`src/rtl/usb_rx_buffer_pkg.sv`:
```
// usb_rx_buffer_pkg: shared fetch-FSM state encodings and ASCII codes used
// by the USB receive buffer.
package usb_rx_buffer_pkg;

   typedef enum logic [1:0] {
      ST_IDLE    = 2'd0,
      ST_STROBE  = 2'd1,
      ST_CAPTURE = 2'd2,
      ST_GAP     = 2'd3
   } rx_state_t;

   localparam logic [6:0] ASCII_LF   = 7'h0A;
   localparam logic [6:0] ASCII_LC_A = 7'h61;
   localparam logic [6:0] ASCII_LC_Z = 7'h7A;

endpackage

```
`src/rtl/usb_rx_buffer_sync_fifo.sv`:
```
// usb_rx_buffer_sync_fifo: DEPTH x W circular buffer with a registered head
// output. A push is accepted at full only when a pop frees a slot in the same
// cycle; a pop is ignored when empty.
module usb_rx_buffer_sync_fifo
   import usb_rx_buffer_pkg::*;
#(
   parameter int DEPTH = 8,
   parameter int AW    = 3,
   parameter int W     = 7
) (
   input  logic          clk,
   input  logic          reset,
   input  logic          push,
   input  logic [W-1:0]  push_data,
   input  logic          pop,
   output logic [W-1:0]  data,
   output logic [AW:0]   level,
   output logic          empty,
   output logic          full
);

   localparam logic [AW:0] LVL_FULL = (AW+1)'(DEPTH);

   logic [W-1:0]  mem [DEPTH];
   logic [AW-1:0] wr_ptr;
   logic [AW-1:0] rd_ptr;
   logic          do_push;
   logic          do_pop;

   assign empty   = (level == '0);
   assign full    = (level == LVL_FULL);
   assign do_pop  = pop && !empty;
   assign do_push = push && (!full || do_pop);

   // storage write; contents need no reset since level gates visibility
   always_ff @(posedge clk) begin
      if (do_push) mem[wr_ptr] <= push_data;
   end

   // pointers and occupancy; pointers wrap naturally mod DEPTH
   always_ff @(posedge clk or negedge reset) begin
      if (!reset) begin
         wr_ptr <= '0;
         rd_ptr <= '0;
         level  <= '0;
      end else begin
         if (do_push) wr_ptr <= wr_ptr + 1'b1;
         if (do_pop)  rd_ptr <= rd_ptr + 1'b1;
         case ({do_push, do_pop})
            2'b10:   level <= level + 1'b1;
            2'b01:   level <= level - 1'b1;
            default: level <= level;
         endcase
      end
   end

   // registered head; holds its last value while empty
   always_ff @(posedge clk or negedge reset) begin
      if (!reset)      data <= '0;
      else if (!empty) data <= mem[rd_ptr];
   end

endmodule

```
`src/rtl/usb_rx_buffer.sv`:
```
// usb_rx_buffer: fetches bytes from an FT245 FIFO, drops LF, buffers them and
// presents an FT245-like read port (rxf/rd/data) to the multiplexer.
// Build option RX_UPCASE_EN: lower-case letters 'a'..'z' are folded to upper
// case before they enter the buffer.
//
//   state   | meaning
//   --------+--------------------------------------------------------
//   IDLE    | usb_rd high; wait for byte available, room, bus free
//   STROBE  | usb_rd low; counting down the FT245 access time
//   CAPTURE | sample usb_data, raise usb_rd, push unless filtered
//   GAP     | usb_rd high; counting down recovery before next read
module usb_rx_buffer
   import usb_rx_buffer_pkg::*;
#(
   parameter int DEPTH   = 8,
   parameter int AW      = 3,
   parameter int RD_WAIT = 4,
   parameter int RD_GAP  = 2
) (
   input  logic          clk,
   input  logic          reset,
   input  logic          usb_rxf,
   output logic          usb_rd,
   input  logic [7:0]    usb_data,
   input  logic          tx_busy,
   output logic          rxf,
   input  logic          rd,
   output logic [6:0]    data,
   output logic [AW:0]   level
);

   // usb_rd is low for RD_WAIT cycles total: STROBE cycles plus CAPTURE
   localparam int        WAIT_LOAD_I = (RD_WAIT >= 2) ? RD_WAIT - 2 : 0;
   localparam logic [7:0] WAIT_LOAD  = 8'(WAIT_LOAD_I);
   localparam logic [7:0] GAP_LOAD   = 8'(RD_GAP - 1);

   rx_state_t  state;
   logic [7:0] cnt;
   logic       rxf_meta;
   logic       rxf_s;
   logic       rd_q;
   logic       pop;
   logic       push;
   logic [6:0] rx_code;
   logic       fifo_empty;
   logic       fifo_full;
   logic       usb_data_unused;

   assign usb_data_unused = usb_data[7];

   // two-flop synchroniser for the asynchronous RXF# input
   always_ff @(posedge clk or negedge reset) begin
      if (!reset) begin
         rxf_meta <= 1'b1;
         rxf_s    <= 1'b1;
      end else begin
         rxf_meta <= usb_rxf;
         rxf_s    <= rxf_meta;
      end
   end

   // previous rd level for 0->1 pop detection
   always_ff @(posedge clk or negedge reset) begin
      if (!reset) rd_q <= 1'b1;
      else        rd_q <= rd;
   end

   assign pop = !rd_q && rd;

   // byte filter: bit 7 dropped, optional upper-case folding
   always_comb begin
      rx_code = usb_data[6:0];
`ifdef RX_UPCASE_EN
      if (rx_code >= ASCII_LC_A && rx_code <= ASCII_LC_Z)
         rx_code = rx_code & 7'h5F;
`endif
   end

   assign push = (state == ST_CAPTURE) && (usb_data[6:0] != ASCII_LF);

   // fetch sequencer driving the FT245 read strobe
   always_ff @(posedge clk or negedge reset) begin
      if (!reset) begin
         state  <= ST_IDLE;
         cnt    <= '0;
         usb_rd <= 1'b1;
      end else begin
         case (state)
            ST_IDLE: begin
               if (!rxf_s && !fifo_full && !tx_busy) begin
                  usb_rd <= 1'b0;
                  cnt    <= WAIT_LOAD;
                  state  <= (RD_WAIT == 1) ? ST_CAPTURE : ST_STROBE;
               end
            end
            ST_STROBE: begin
               if (cnt == '0) state <= ST_CAPTURE;
               else           cnt   <= cnt - 1'b1;
            end
            ST_CAPTURE: begin
               usb_rd <= 1'b1;
               cnt    <= GAP_LOAD;
               state  <= ST_GAP;
            end
            ST_GAP: begin
               if (cnt == '0) state <= ST_IDLE;
               else           cnt   <= cnt - 1'b1;
            end
            default: state <= ST_IDLE;
         endcase
      end
   end

   // registered empty flag towards the multiplexer
   always_ff @(posedge clk or negedge reset) begin
      if (!reset) rxf <= 1'b1;
      else        rxf <= fifo_empty;
   end

   usb_rx_buffer_sync_fifo #(
      .DEPTH (DEPTH),
      .AW    (AW),
      .W     (7)
   ) u_fifo (
      .clk       (clk),
      .reset     (reset),
      .push      (push),
      .push_data (rx_code),
      .pop       (pop),
      .data      (data),
      .level     (level),
      .empty     (fifo_empty),
      .full      (fifo_full)
   );

endmodule

```
`config.mk`:
```
export PLATFORM = sky130hd
export DESIGN_NAME = usb_rx_buffer
export DESIGN_NICKNAME = d
export VERILOG_FILES = /design/src/rtl/usb_rx_buffer_pkg.sv /design/src/rtl/usb_rx_buffer_sync_fifo.sv /design/src/rtl/usb_rx_buffer.sv
export SDC_FILE = /design/constraint.sdc
export NUM_CORES = 1
export LEC_CHECK = 0
export BUFFER_PORTS_ARGS = -buffer_cell sky130_fd_sc_hd__buf_2
export CORE_MARGIN = 3
export CORE_UTILIZATION = 54
export CTS_CLUSTER_SIZE = 24
export DETAILED_ROUTE_END_ITERATION = 8
export GPL_TIMING_DRIVEN = 1
export PLACE_DENSITY_LB_ADDON = 0.15
export SETUP_SLACK_MARGIN = 0.4
export SYNTH_ARGS = -nofsm -noshare
export SYNTH_HDL_FRONTEND = slang
export SYNTH_HIERARCHICAL = 1
export SYNTH_SLANG_ARGS = --single-unit
```
`constraint.sdc`:
```
create_clock -name clk -period 2.97 [get_ports clk]
set_clock_uncertainty 0.2 [all_clocks]
set_input_delay 0.297 -clock clk [delete_from_list [all_inputs] [get_ports clk]]
set_output_delay 0.297 -clock clk [all_outputs]
set_load 0.005 [all_outputs]
```
==> impl_metrics.toml <==
[outcome]
status = "finished, final reports clean"

[grt]
grt_pass1_wl_um = 11300
grt_pass1_vias = 2171
antenna_found_initial = 0
grt_overflow = 0
grt_start_max_net_pins = 33
grt_use_total_pct = 17.9

[finish]
final_layout_size_suffix_gt1_share_pct = 30.3
design_area_um2 = 4520
syn2layout_area_growth_pct = 15.6
fill_cells = 545
mostFrequentLayoutCells = "edfxtp_1 (56), dfrtp_1 (27), buf_2 (24)"
antenna_cells = 0
final_common_cell = "edfxtp_1"
fin_util_pct = 65.5
final_nets = 352

[clock_network]
clkTransAtPathRegs_ns = 0.09
cts_tree = "done"
root_buffer = "clkbuf_8"
max-clock-path-buffers = 2
htree_levels = 3
clock-sinks = 88
clkLatencyLatePin_ns = 0.36
numCtsBuffers = 9

[flow_run]
cap_viol_max_count = 0

[logic_synthesis]
synth-main-ff-cell = "edfxtp_1"
ys_top_cells_by_area = "edfxtp_1 (43%), dfrtp_1 (17%), mux2i_1 (4.4%)"
syn_area_per_cell_um2 = 14.1
yosys_warnings = 6
seq_area_frac_synth_pct = 63.6
synthArstFlopShare_pct = 36.4
synth.top_cell.area_share_pct = 43.0
synth_edf_count = 56
synth_area_leader_cell = "edfxtp_1"
syn_inst = 278
synth_nets = 302
netlist_area_um2 = 3910
ys_types = 52
ys_ff_latch = 88

[pwr]
seqPwrFrac_pct = 48.5
clkPwrFrac_pct = 23.8
power_uw = 3200
ir_worst_vdd_uv = 397
switching_share_pct = 31.9
p_leak_uw = 0.00170
p_per_area_nw_per_um2 = 708
comb_power_share_pct = 27.7
intPower_uw = 2180
p_switching_uw = 1020

[detailed_routing]
first_iter_violations = 168
detail_route.first_pass.iterations = 4
via_per_inst = 5.47
drc = 0
routed_wl_um = 6960
ant_nets = 0
vias = 2346
wl_per_cell_um = 16.2

[critical_path]
criticalPathCategory = "flip-flop to flip-flop"
crit_required_ns = 3.00
worstPathArrival_ns = 2.53
critPathMaxFanout = 4
endpoint_kind = "flip-flop"
worst_setup_path_start_kind = "flip-flop"

[sta]
worst_hold_slack_ns = 0.0183
setup_viol = 0
final-hold-violation-count = 0
fin_crit_ns = 2.50
rsz0062_at_grt = "no"
fmax_mhz = 400
worst_pin_slew_ns = 0.805
tns_ns = 0
relSlewSlack_pct = 46.3
min_period_over_period_pct = 84.2
slew_viol_final = 0

[floorplanning]
design.die.area_um2 = 8300
num_io_pins = 26
rows = 30
core_region_area_um2 = 6910
die_h_um = 91.1
start_util_pct = 56.6
chipWidth_um = 91.1

[hold_path]
hp-class = "input pin to flip-flop"

[placement]
placed_area_um2 = 4270
place_hpwl_um = 4670
io_buffers = 24
routabilityCongestion = 0.777
## through the flow
step | worst slack [ns] | instances
2_1_floorplan | 0.392 | 278
3_3_place_gp | 0.283 | 406
3_5_place_dp | 0.205 | 406
4_1_cts | 0.403 | 428
5_1_grt | 0.397 | 429
6_report | 0.470 | 429
## synthesized netlist by cell type, types with 2 or more instances
library cell / instances
edfxtp_1: 56
dfrtp_1: 27
nor2_1: 19
nand2_1: 18
mux2i_1: 17
mux2_2: 15
o21ai_0: 15
inv_1: 14
ha_1: 10
nand2b_1: 6
o221ai_1: 6
a21oi_1: 5
a22oi_1: 5
dfstp_2: 5
buf_4: 4
nor3_1: 4
xnor2_1: 4
a31oi_1: 3
mux2_4: 3
nor2b_1: 3
xor2_1: 3
a221o_1: 2
nor4b_1: 2
o22ai_1: 2
o31ai_1: 2
or3_1: 2
## logic make-up after synthesis
| logic type | share of synthesized area [%] |
|---|---|
| buffers and inverters | 2.50 |
| xor gates and xnor gates | 1.57 |
| and+or+nand+nor | 8.22 |
| muxes | 10.1 |
| DFF | 63.6 |
| AOI/OAI and AO/OA | 10.2 |
| adders and majority gates | 3.71 |
## worst paths after layout
check,start,depth (start not counted),slack [ns],to
max in group asynchronous,reset,2,1.80,u_fifo/wr_ptr[1]
hold reg to reg,rxf_meta,0,0.16,rxf_s
setup reg to reg,u_fifo/level[0],9,0.47,u_fifo/level[3]
min in group asynchronous,reset,2,0.32,cnt[2]
setup / recovery,u_fifo/level[0],9,0.47,u_fifo/level[3]
hold / removal,usb_data[3],1,0.02,u_fifo/mem[4][3]
## flip-flops by register name, summed over array words and instances (netlist names)
signal and flops:
rxf_meta 1, u_fifo/data 7, cnt 8, u_fifo/level 4, rd_q 1, u_fifo/wr_ptr 3, u_fifo/rd_ptr 3, rxf_s 1
state 2, usb_rd 1, u_fifo/mem 56, rxf 1
## routing by layer
layer	global-route usage [%]	part of all wire, %	vias to the layer above
met5	0	0	-
met4	6.78	1.3	0
li1	-	-	1143
met1	26.0	48	1144
met2	25.9	46	52
met3	4.56	5.3	7
## power groups by stage
stage                     Combinational [µW]  Sequential, µW  Clock [µW]
after floorplan                          620            1530           0
after global placement                   839            1580           0
after detailed placement                 856            1580           0
after CTS                                864            1550         785
after global routing                     965            1570         841
final                                    888            1550         761
## critical path: stages, from the launching register on
cell	delay, ns
dfrtp_1	0.43
or3_4	0.40
o21ai_4	0.14
nand2b_4	0.15
inv_2	0.05
ha_1	0.28
a211oi_2	0.08
or3_4	0.35
o211ai_1	0.17
o221ai_1	0.13
## repair_timing
action | in CTS | in global routing
setup endpoints to repair | 1 | 1
pin swaps | 1 | 0
resized for setup | 1 | 5
hold endpoints to repair | 29 | 0
setup buffers | 3 | 1
hold buffers | 3 | 0
## cell type report
type                            count  area [µm²]  share of cell area [%]
Timing Repair Buffer               45         298                    6.59
Clock buffer                       10         128                    2.82
Tap cell                           96         120                    2.66
Clock inverter                      6        51.3                    1.13
Inverter                           14        52.6                    1.16
Sequential cell                    88        2490                    55.0
Multi-Input combinational cell    170        1380                    30.6
Note: power is estimated with default switching activity, not from simulation.
